[src/rtl/paralelo_serial_tx_pkg.sv]
// Shared PHY constants for the parallel-to-serial transmitter and its receiver.
package paralelo_serial_tx_pkg;

  // Idle / training character; the receiver counts these to reach lock.
  localparam logic [7:0] PHY_COMMA = 8'hBC;

  // Line symbol width and the word layout {valid, data[7:0]}.
  localparam int unsigned SYM_W     = 2;
  localparam int unsigned WORD_W    = 9;
  localparam int unsigned DATA_W    = 8;
  localparam int unsigned VALID_BIT = 8;

  // Smallest training burst that still carries the receiver's comma counter past 4.
  localparam int unsigned MIN_SYNC  = 5;

  // Symbols per word; the phase counter is sized for exactly four.
  localparam int unsigned PHASES    = DATA_W / SYM_W;

  typedef enum logic {
    ST_SYNC,
    ST_RUN
  } tx_state_e;

endpackage

[src/rtl/paralelo_serial_tx.sv]
// Parallel-to-serial transmitter: sends a comma training burst after reset,
// then emits one 9-bit {valid, data} word as four 2-bit symbols (MSB pair first).
module paralelo_serial_tx
  import paralelo_serial_tx_pkg::*;
#(
  parameter int unsigned N_SYNC = 6,
  parameter logic [7:0]  COMMA  = PHY_COMMA
) (
  input  logic              clk16,
  input  logic              reset16,
  input  logic [WORD_W-1:0] in_paralelo,
  output logic              in_ready,
  output logic [SYM_W-1:0]  serial,
  output logic              synced,
  output logic              comma_collision
);

  localparam int unsigned   CNT_W     = $clog2(N_SYNC + 1);
  localparam logic [CNT_W-1:0] SYNC_LAST = CNT_W'(N_SYNC - 1);
  localparam logic [CNT_W-1:0] SYNC_FULL = CNT_W'(N_SYNC);

  tx_state_e         state_q, state_d;
  logic [1:0]        phase_q, phase_d;
  logic [CNT_W-1:0]  sync_cnt_q, sync_cnt_d;
  logic [DATA_W-1:0] sreg_q, sreg_d;
  logic              synced_q, synced_d;
  logic              coll_q, coll_d;
  logic              accept;

  // A word is taken only on the last symbol slot once training is done.
  always_comb begin
    accept = (state_q == ST_RUN) && (phase_q == 2'd3);
  end

  // Next-state logic: phase counter, training count and the word register.
  // in_paralelo is read only inside the accept branch so unknowns outside
  // accept cycles never reach the shift register.
  always_comb begin
    phase_d    = phase_q + 2'd1;
    state_d    = state_q;
    sync_cnt_d = sync_cnt_q;
    sreg_d     = sreg_q;
    synced_d   = synced_q;
    coll_d     = 1'b0;
    if (phase_q == 2'd3) begin
      case (state_q)
        ST_SYNC: begin
          sreg_d = COMMA;
          if (sync_cnt_q != SYNC_FULL) begin
            sync_cnt_d = sync_cnt_q + 1'b1;
          end
          if (sync_cnt_q == SYNC_LAST) begin
            state_d  = ST_RUN;
            synced_d = 1'b1;
          end
        end
        ST_RUN: begin
          if (in_paralelo[VALID_BIT]) begin
            sreg_d = in_paralelo[DATA_W-1:0];
            coll_d = (in_paralelo[DATA_W-1:0] == COMMA);
          end else begin
            sreg_d = COMMA;
          end
        end
        default: begin
          state_d = ST_SYNC;
        end
      endcase
    end
  end

  // State and registered outputs; reset aborts any word in flight.
  always_ff @(posedge clk16 or posedge reset16) begin
    if (reset16) begin
      state_q    <= ST_SYNC;
      phase_q    <= '0;
      sync_cnt_q <= '0;
      sreg_q     <= COMMA;
      synced_q   <= 1'b0;
      coll_q     <= 1'b0;
    end else begin
      state_q    <= state_d;
      phase_q    <= phase_d;
      sync_cnt_q <= sync_cnt_d;
      sreg_q     <= sreg_d;
      synced_q   <= synced_d;
      coll_q     <= coll_d;
    end
  end

  // Four-way symbol select: MSB pair at phase 0 down to LSB pair at phase 3.
  always_comb begin
    serial = '0;
    case (phase_q)
      2'd0:    serial = sreg_q[7:6];
      2'd1:    serial = sreg_q[5:4];
      2'd2:    serial = sreg_q[3:2];
      default: serial = sreg_q[1:0];
    endcase
  end

  assign in_ready        = accept;
  assign synced          = synced_q;
  assign comma_collision = coll_q;

endmodule

[config.mk]
export PLATFORM = sky130hd
export DESIGN_NAME = paralelo_serial_tx
export DESIGN_NICKNAME = d
export VERILOG_FILES = /design/src/rtl/paralelo_serial_tx_pkg.sv /design/src/rtl/paralelo_serial_tx.sv
export SDC_FILE = /design/constraint.sdc
export NUM_CORES = 1
export LEC_CHECK = 0
export ABC_AREA = 1
export CORE_MARGIN = 2
export CORE_UTILIZATION = 45
export DETAILED_ROUTE_END_ITERATION = 10
export PLACE_DENSITY = 0.71
export SYNTH_ARGS = -nofsm -noshare
export SYNTH_HDL_FRONTEND = slang
export SYNTH_SLANG_ARGS = --single-unit
[constraint.sdc]
create_clock -name clk16 -period 3.1 [get_ports clk16]
set_clock_uncertainty 0.15 [all_clocks]
set_input_delay 0.31 -clock clk16 [delete_from_list [all_inputs] [get_ports clk16]]
set_output_delay 0.31 -clock clk16 [all_outputs]
set_load 0.01 [all_outputs]
After elaboration in Yosys (flattened, before gate mapping)

Index checks and enable logic that the tools add are counted.

$add $sub $neg: 2
Eq/ne operators: 6
Multiplexer cells: 8
Bitwise gates (word level): 1
Reduce and logical (&&, ||, !) cells: 4

Operator list:

| cell                  | count |
|---|---|
| $pmux W8 S2           | 1 |
| $eq A8 B8 Y1 const B  | 1 |
| $mux W8               | 1 |
| $pmux W2 S3           | 1 |
| $reduce_and A3 Y1     | 2 |
| $mux W1               | 5 |
| $eq A2 B2 Y1 const B  | 2 |
| $add A3 B1 Y3 const B | 1 |
| $eq A3 B3 Y1 const B  | 1 |
| $ne A3 B3 Y1 const B  | 1 |
| $add A2 B1 Y2 const B | 1 |
| $eq A2 B1 Y1 const B  | 1 |
| $logic_not A2 Y1      | 1 |
| $logic_and A1 B1 Y1   | 1 |
| $not A1 Y1            | 1 |

Register bits: 16
Output and inout port bits: 5

Depth between registers and ports, before layout

Depth after elaboration: 4
Gate-level depth with buffers: 7
Mapped depth without buffers: 7

Worst setup path before layout

Ideal clock, no wire load.

Path kind: reg-to-output
From: register phase_q[0]
To: output serial[0]
Data arrival time: 0.896 ns
Data required time: 2.640 ns
Path slack: 1.744 ns
Stages on the path, launching flop included: 7
Buffers on the path: 0
Cell sequence: dfrtp_1 inv_1 ha_1 nand2_1 nand3_1 nand2_1 nand2_1

Word-level cells in the longest chain between the ends: 2
Elaborated cells on any way between the ends: 4
Those cells by class: eq/ne (2); mux (1); reduce/logical (1)

RTL lines:

| element                              | RTL line                 | source |
|---|---|---|
| start: declaration                   | paralelo_serial_tx.sv:23 | `logic [1:0] phase_q, phase_d;` |
| start signal: assignment             | paralelo_serial_tx.sv:83 | `phase_q <= phase_d;` |
| $eq A2 B2 Y1 (tied with other cells) | paralelo_serial_tx.sv:94 | `case (phase_q)` |
| $pmux W2 S3 (*)                      | paralelo_serial_tx.sv:94 |  |
| end: declaration                     | paralelo_serial_tx.sv:13 | `output logic [SYM_W-1:0] serial,` |

Every way passes the cells marked *; elsewhere a longest branch is shown, timed or not.

Worst setup path in the final report

From: register phase_q[0]
To: output in_ready

Word-level cells in the longest chain between the ends: 2

RTL lines:

| element             | RTL line                 | source |
|---|---|---|
| $eq A2 B2 Y1        | paralelo_serial_tx.sv:32 | `accept = (state_q == ST_RUN) && (phase_q == 2'd3);` |
| $logic_and A1 B1 Y1 | paralelo_serial_tx.sv:32 |  |
| end: declaration    | paralelo_serial_tx.sv:12 | `output logic in_ready,` |

No other way between the ends.

==> results.ini <==
[timing]
rsz0062_at_grt = false
fin_crit_sh = 0.734
relSlewSlack = 0.602
setup_tns_ns = 0
finalHoldViolCount = 0
min_period_ns = 2.28
worst_slew_pin_slew_ns = 0.596
drv_slew = 0
max_freq_mhz = 439
setup_viol = 0

[pwr]
power.share.switching = 0.215
seqPwrFrac = 0.563
p_total_uw = 390
leakagePower_nw = 0.542
p_comb_frac = 0.084
clockPowerShare = 0.352
switching_power_uw = 83.9
irDropWorstVdd_mv = 0.259
p_int_uw = 306
power.density_nw_per_um2 = 364

[yosys]
synth_cells = 105
synth_nets = 124
synth_seq_cells = 16
synth.yosys.seq_area_share = 0.470
synth_area_um2 = 865
yosysUniqueCellTypes = 15
ys_warn_count = 0
avgSynthCellArea_um2 = 8.23

[drt]
avgRoutedWirePerCell_um = 10.5
drt-pass1-iter-count = 4
routed_wl_um = 1560
drc_errors = 0
via_per_inst = 4.71
vias = 697
drtIter0Drc = 9
antenna_left = 0

[placement]
dp_hpwl_um = 1220
portBuffers = 15
gp_congestion = 0.764
placed_area_um2 = 1030

[critical_path]
arrival_ns = 1.82
worst_setup_path_start_kind = flop
cp_max_fo = 9
end_kind = output pin
reg2reg_depth = 6
required_ns = 2.64
critPathKind = reg -> out

[floorplan]
die_w_um = 47.8
die_h_um = 47.8
rows = 15
initial_core_util = 0.490
die_area_um2 = 2290
ios = 16
core_region_area_um2 = 1760

[grt]
track_usage = 0.164
antenna_found_initial = 0
grt_pass1_vias = 603
grt_overflow_total = 0
grt_start_max_net_pins = 17
grt_pass1_wl_um = 2530

[clock_tree]
root_buffer = clkbuf_4
worstSkewPairLatency_ns = 0.29
clockBufferDepth = 2
hold_buffers = 0
post_cts_buffers = 0
cts_sinks = 16
htree_levels = 1
cts_resized = 0
path_clk_slew_ns = 0.09
cts_tree = yes
cts_buffers = 3

[hold_path]
hp-class = in -> async

[status]
status = completed

[run]
maxCapViolCount = 0

[final_layout]
antenna_cells = 0
stdcell_area_um2 = 1070
fill_cells = 180
nNetsFinal = 143
seq_area_um2 = 407
multiInputGateArea_um2 = 384
final_cell_mix = 34 x nand2_1, 18 x nor2_1, 15 x inv_1, 15 x clkdlybuf4s50_1, 11 x dfrtp_1
drive_above_1_share = 0.138
syn2layout_area_growth_pct = 23.9
layout_commonest_cell = nand2_1

==> stage by stage <==
stage               cells   util  hold WS [ns]  worst slack (ns)
floorplan             105      -        0.0702              1.74
global placement      144  0.587         0.312              1.21
detailed placement    144  0.587         0.315              1.15
CTS                   148  0.607         0.242             0.811
global route          148  0.607         0.282             0.732
finish                148  0.607         0.224             0.824
==> kinds of logic (layout without fill, tap and decap cells) <==
family,Yosys count,in the layout,share of synthesized area
flops,16,16,0.470
simple gates,59,59,0.284
buf+inv,17,35,0.0854
fa+ha+maj,8,8,0.116
compound gates,5,5,0.0449
==> sequential cells by signal, indices dropped and copies added (netlist names) <==
name and flops:
comma_collision 1, phase_q 2, sreg_q 8, state_q 1, sync_cnt_q 3, synced 1
==> synth_stat cells <==
cell type	n	area, um2
dfstp_2	5	131
nand2_4	2	22.5
dfrtp_1	11	275
inv_4	1	6.26
o21bai_1	1	7.51
nand3_1	3	15.0
o21ai_2	3	26.3
inv_1	15	56.3
nor2_1	18	67.6
nand2_1	34	128
nor2_2	1	6.26
ha_1	8	100
nand2_2	1	6.26
o21ai_0	1	5.00
buf_6	1	11.3
==> worst max-delay path: stages, from the launching register on <==
cell             delay [ns]
dfrtp_1                0.41
ha_1                   0.44
nand2_4                0.08
inv_4                  0.07
clkdlybuf4s50_1        0.52
==> power by group through the flow <==
stage / Sequential [mW] / Combinational (mW) / Clock [mW]
final: 0.220 / 0.0329 / 0.137
after global routing: 0.220 / 0.0370 / 0.148
after CTS: 0.220 / 0.0336 / 0.144
after detailed placement: 0.223 / 0.0335 / 0
after global placement: 0.223 / 0.0328 / 0
after floorplan: 0.222 / 0.0141 / 0
==> per-layer routing <==
layer / vias up / routed length [um] / track usage
li1: 346 / - / -
met1: 325 / 735 / 0.211
met2: 21 / 717 / 0.253
met3: 5 / 68 / 0.0340
met4: 0 / 37 / 0.0973
met5: - / 0 / 0
==> area by class of cell <==
type,instances,area share
well taps,25,0.0292
flip-flops and latches,16,0.380
repair buffers,15,0.140
clock buffers,4,0.0339
inverters,16,0.0584
multi-input cells,72,0.359
==> worst paths after layout <==
| kind | startpoint | end | slack [ns] |
|---|---|---|---|
| max in group asynchronous | reset16 | comma_collision | 2.19 |
| min | reset16 | sreg_q[6] | 0.22 |
| max | phase_q[0] | in_ready | 0.82 |
| min reg2reg | synced | synced | 0.33 |
| min in group clk16 | synced | synced | 0.33 |
| max reg2reg | phase_q[0] | sreg_q[4] | 1.63 |
Note: power is estimated with default switching activity, not from simulation.
==> RTL edit 1 (same flow settings) <==
The parameter `N_SYNC` goes from 6 to 5.
--- a/src/rtl/paralelo_serial_tx.sv
+++ b/src/rtl/paralelo_serial_tx.sv
@@ -4,5 +4,5 @@
   import paralelo_serial_tx_pkg::*;
 #(
-  parameter int unsigned N_SYNC = 6,
+  parameter int unsigned N_SYNC = 5,
   parameter logic [7:0]  COMMA  = PHY_COMMA
 ) (
Behaviour: same outputs for any inputs over 10 cycles, from zero or initial values and one cycle with reset16 high; that may be too few to reach the edited logic, so the function may still have changed.
==> RTL edit 1 against the original RTL <==
  * Sequential cell count did not move
  * Final cell count fell by 0.68%
  * Combinational power fell by 1%
  * Fmax rose by 0.59%
  * Area after synthesis fell by 0.43%
  * Cell area fell by 1.3%
  * Synthesized cell count fell by 0.95%
  * Critical path depth did not move
  * Sequential share of layout area rose by 0.49 points
  * Global-route usage rose by 0.30 points
  * Total power fell by 4.3%
  * Utilization fell by 0.78 points
  * Worst setup slack improved by 0.013 ns
  * Routed wire length fell by 4.1%
  * Largest cell class unchanged
  * Largest power group unchanged
==> RTL edit 1: results <==
set metrics [dict create \
    drt_iter0_drc 9 \
    hp-class "input port to asynchronous set/reset pin" \
    grt_pass1_wl_microns 2460 \
    synthFlopType "dfrtp_1" \
    dp_slack_ns 1.16 \
    drive_above_1_share 0.131 \
    via_per_inst 4.54 \
    cp.arrival_ns 1.80 \
    final_cells 147 \
    dpl.hpwl_microns 1200 \
    dr.pass1.iters 4 \
    io_buffers 15 \
    crit_fanout 9 \
    clk_pin_slew_worst_paths_ns 0.10 \
    cts_root_buf "clkbuf_4" \
    nets 142 \
    grt_start_max_net_pins 17 \
    grt_pass1_vias 568 \
    clkLatencyLatePin_ns 0.29 \
    syn-num-nets 123 \
    synth_area_leaders "dfrtp_1, dfstp_2, nand2_1, ha_1, nor2_1" \
    placed_cell_area_sq_um 1030 \
    tightestPinTransition_ns 0.576 \
    postRouteAntennaNets 0 \
    grt_usage 0.167 \
    gp_congestion 0.716 \
    synth_edf_count 0 \
    ys_top_cells_by_count "nand2_1, nor2_1, inv_1" \
    seq_area_frac_synth 0.472 \
    synthCells 104 \
    irDropWorstVdd_mv 0.220 \
    post_synth_num_cell_types 15 \
    wl_per_cell_microns 10.2 \
    p_leak_nw 0.530 \
    status "finished clean" \
]
[RTL edit 1: cell count changes after synthesis]
cell	change
inv_1	-1
[RTL edit 1: path summary, 6_finish.rpt]
path	startpoint	endpoint	slack [ns]	cells after the start
min reg2reg	synced$_DFFE_PP0P_	synced$_DFFE_PP0P_	0.34	1
min in group clk16	synced$_DFFE_PP0P_	synced$_DFFE_PP0P_	0.34	1
max in group asynchronous	reset16	sreg_q[4]$_DFFE_PP1N_	2.21	2
max	phase_q[0]$_DFF_PP0_	in_ready	0.84	4
min	reset16	sync_cnt_q[1]$_DFFE_PP0P_	0.21	2
max reg2reg	phase_q[0]$_DFF_PP0_	sreg_q[4]$_DFFE_PP1N_	1.63	6
[RTL edit 1: layout make-up]
type,count,area [sq um]
clock buffers,4,26.3
repair buffers,15,150
well taps,25,31.3
flip-flops and latches,16,407
inverters,15,58.8
multi-input cells,72,384
fillers,174,707
[RTL edit 1: logic make-up after synthesis]
family / after synthesis / share of synthesized area
DFF: 16 / 0.472
AOI/OAI and AO/OA: 5 / 0.0451
and+or+nand+nor: 59 / 0.285
adders and majority gates: 8 / 0.116
buffers and inverters: 16 / 0.0814
[RTL edit 1: per-layer routing]
metal	routed length, microns	global-route usage	up-vias	part of all wire
met5	0	0	-	0
met4	54	0.130	0	0.036
met3	69	0.0528	5	0.046
met2	676	0.240	15	0.45
met1	694	0.206	303	0.46
li1	-	-	345	-
[RTL edit 1: report_power, final]
part	internal, mW	switching [mW]	total [mW]	leakage [nW]
sequential	0.217	0.00298	0.220	0.178
clock	0.0501	0.0712	0.121	0.0150
combinational	0.0181	0.0144	0.0325	0.337
[RTL edit 1: critical path, cell delays in order, from the launching register on]
cell             delay (ns)
dfrtp_1                0.41
ha_1                   0.42
nand2_4                0.08
inv_4                  0.07
clkdlybuf4s50_1        0.52
==> RTL edit 2 (same flow settings) <==
Made on the original files. Reset style: synchronous (`reset16`), changed in one clocked block.
--- a/src/rtl/paralelo_serial_tx.sv
+++ b/src/rtl/paralelo_serial_tx.sv
@@ -71,5 +71,5 @@
 
   // State and registered outputs; reset aborts any word in flight.
-  always_ff @(posedge clk16 or posedge reset16) begin
+  always_ff @(posedge clk16) begin
     if (reset16) begin
       state_q    <= ST_SYNC;
Check against the original RTL: differs if reset16 is asserted again (counterexample within 4 cycles, from zero or initial values and one cycle with reset16 high); with reset16 held inactive, the same outputs for 10 cycles.
==> RTL edit 2 against the original RTL <==
  * Sequential cell count stayed put
  * Area after synthesis is 7.7% lower
  * Total power is 4.3% lower
  * Worst hold slack better by 0.084 ns
  * Worst setup slack worse by 0.071 ns
  * Fmax is 3.0% lower
  * Non-clock buffer count stayed put
  * Cell area is 8.5% lower
  * Global-route usage is 1.3 points lower
  * Routed wire length is 11% lower
  * Sequential share of layout area is 5.3 points lower
  * Critical path type unchanged
  * Critical endpoint unchanged
==> RTL edit 2: results <==
set metrics [dict create \
    dpl.hpwl_microns 1150 \
    syn-num-nets 130 \
    wl_per_cell_microns 9.60 \
    grt_usage 0.151 \
    grt_start_max_net_pins 14 \
    post_cts_buffers 0 \
    synthFlopType "dfxtp_1" \
    netSwitchingFraction 0.238 \
    clk_path_buf_depth 2 \
    crit_fanout 13 \
    critPathSlowestCell "clkdlybuf4s50_1" \
    cts_root_buf "clkbuf_4" \
    pwr-share-comb 0.152 \
    seq_area_frac_synth 0.401 \
    clk_pin_slew_worst_paths_ns 0.09 \
    tightestPinTransition_ns 0.416 \
    pwr-share-seq 0.571 \
    diodes 0 \
    ys_top_cells_by_count "inv_1, nor2_1, nand2_1" \
    grt_pass1_wl_microns 2300 \
    antenna_found_initial 0 \
    placed_cell_area_sq_um 957 \
    status "finished clean" \
    cts_buffers 3 \
    via_per_inst 4.85 \
    cp.arrival_ns 1.89 \
    htree_levels 1 \
    drive_above_1_share 0.0472 \
    dr.pass1.iters 2 \
    cp_top_family "buffers and inverters" \
    vias 698 \
    irDropWorstVdd_mv 0.236 \
    p_leak_nw 0.429 \
    synth_area_leaders "dfxtp_1, ha_1, inv_1, nor2_1, nand2_1" \
    dp_slack_ns 1.05 \
    netSwitchingPower_uw 88.9 \
    clkLatencyLatePin_ns 0.27 \
    post_synth_num_cell_types 17 \
    grt_pass1_vias 595 \
    yosysWarnings 0 \
    async_flop_share 0 \
    synthCells 111 \
    hp-class "flop to flop" \
    gp_congestion 0.848 \
    placed_cells 141 \
    nets 148 \
    drt_iter0_drc 1 \
    top_regs "sreg_q x8, sync_cnt_q x3, phase_q x2" \
]
## RTL edit 2: changes by cell type in the layout (fill, tap and decap cells not counted), sizes merged, moves of 3 or more
| cell | change |
|---|---|
| nor2 | +3 |
| dfrtp | -11 |
| inv | +4 |
| nand2 | -17 |
| dfstp | -5 |
| a21oi | +8 |
| dfxtp | +16 |
## RTL edit 2: per-layer routing
metal / vias to the layer above / GRT usage / share of wire
met5: - / 0 / 0
met4: 0 / 0.0686 / 0.0072
met3: 2 / 0.0353 / 0.043
met2: 12 / 0.244 / 0.48
met1: 306 / 0.190 / 0.47
li1: 378 / - / -
## RTL edit 2: logic make-up after synthesis
group / Yosys count / share of synthesized area
buffers and inverters: 22 / 0.110
AND/OR/NAND/NOR: 49 / 0.260
AO/OA/AOI/OAI: 16 / 0.103
adder cells (fa/ha/maj): 8 / 0.125
flip-flops: 16 / 0.401
## RTL edit 2: area by class of cell
class,count,area [sq um]
tap,17,21.3
multi-input combinational,73,390
sequential,16,320
inverter,20,75.1
timing repair buffer,15,150
clock buffer,3,22.5
fill,162,709
## RTL edit 2: path summary, 6_finish.rpt
check / start / to / slack (ns) / cells after the start
setup / recovery: phase_q[0]$_SDFF_PP0_ / in_ready / 0.75 / 4
hold / removal: synced$_SDFFE_PP0P_ / synced$_SDFFE_PP0P_ / 0.31 / 2
setup reg to reg: phase_q[0]$_SDFF_PP0_ / sreg_q[2]$_SDFFE_PP1N_ / 1.45 / 6
hold reg to reg: synced$_SDFFE_PP0P_ / synced$_SDFFE_PP0P_ / 0.31 / 2
## RTL edit 2: worst register-to-register path, delay by kind of cell (launching register included)
family          cells  cell delay [ns]
simple gates        4             0.47
fa+ha+maj           1             0.44
flops               1             0.41
compound gates      1             0.07
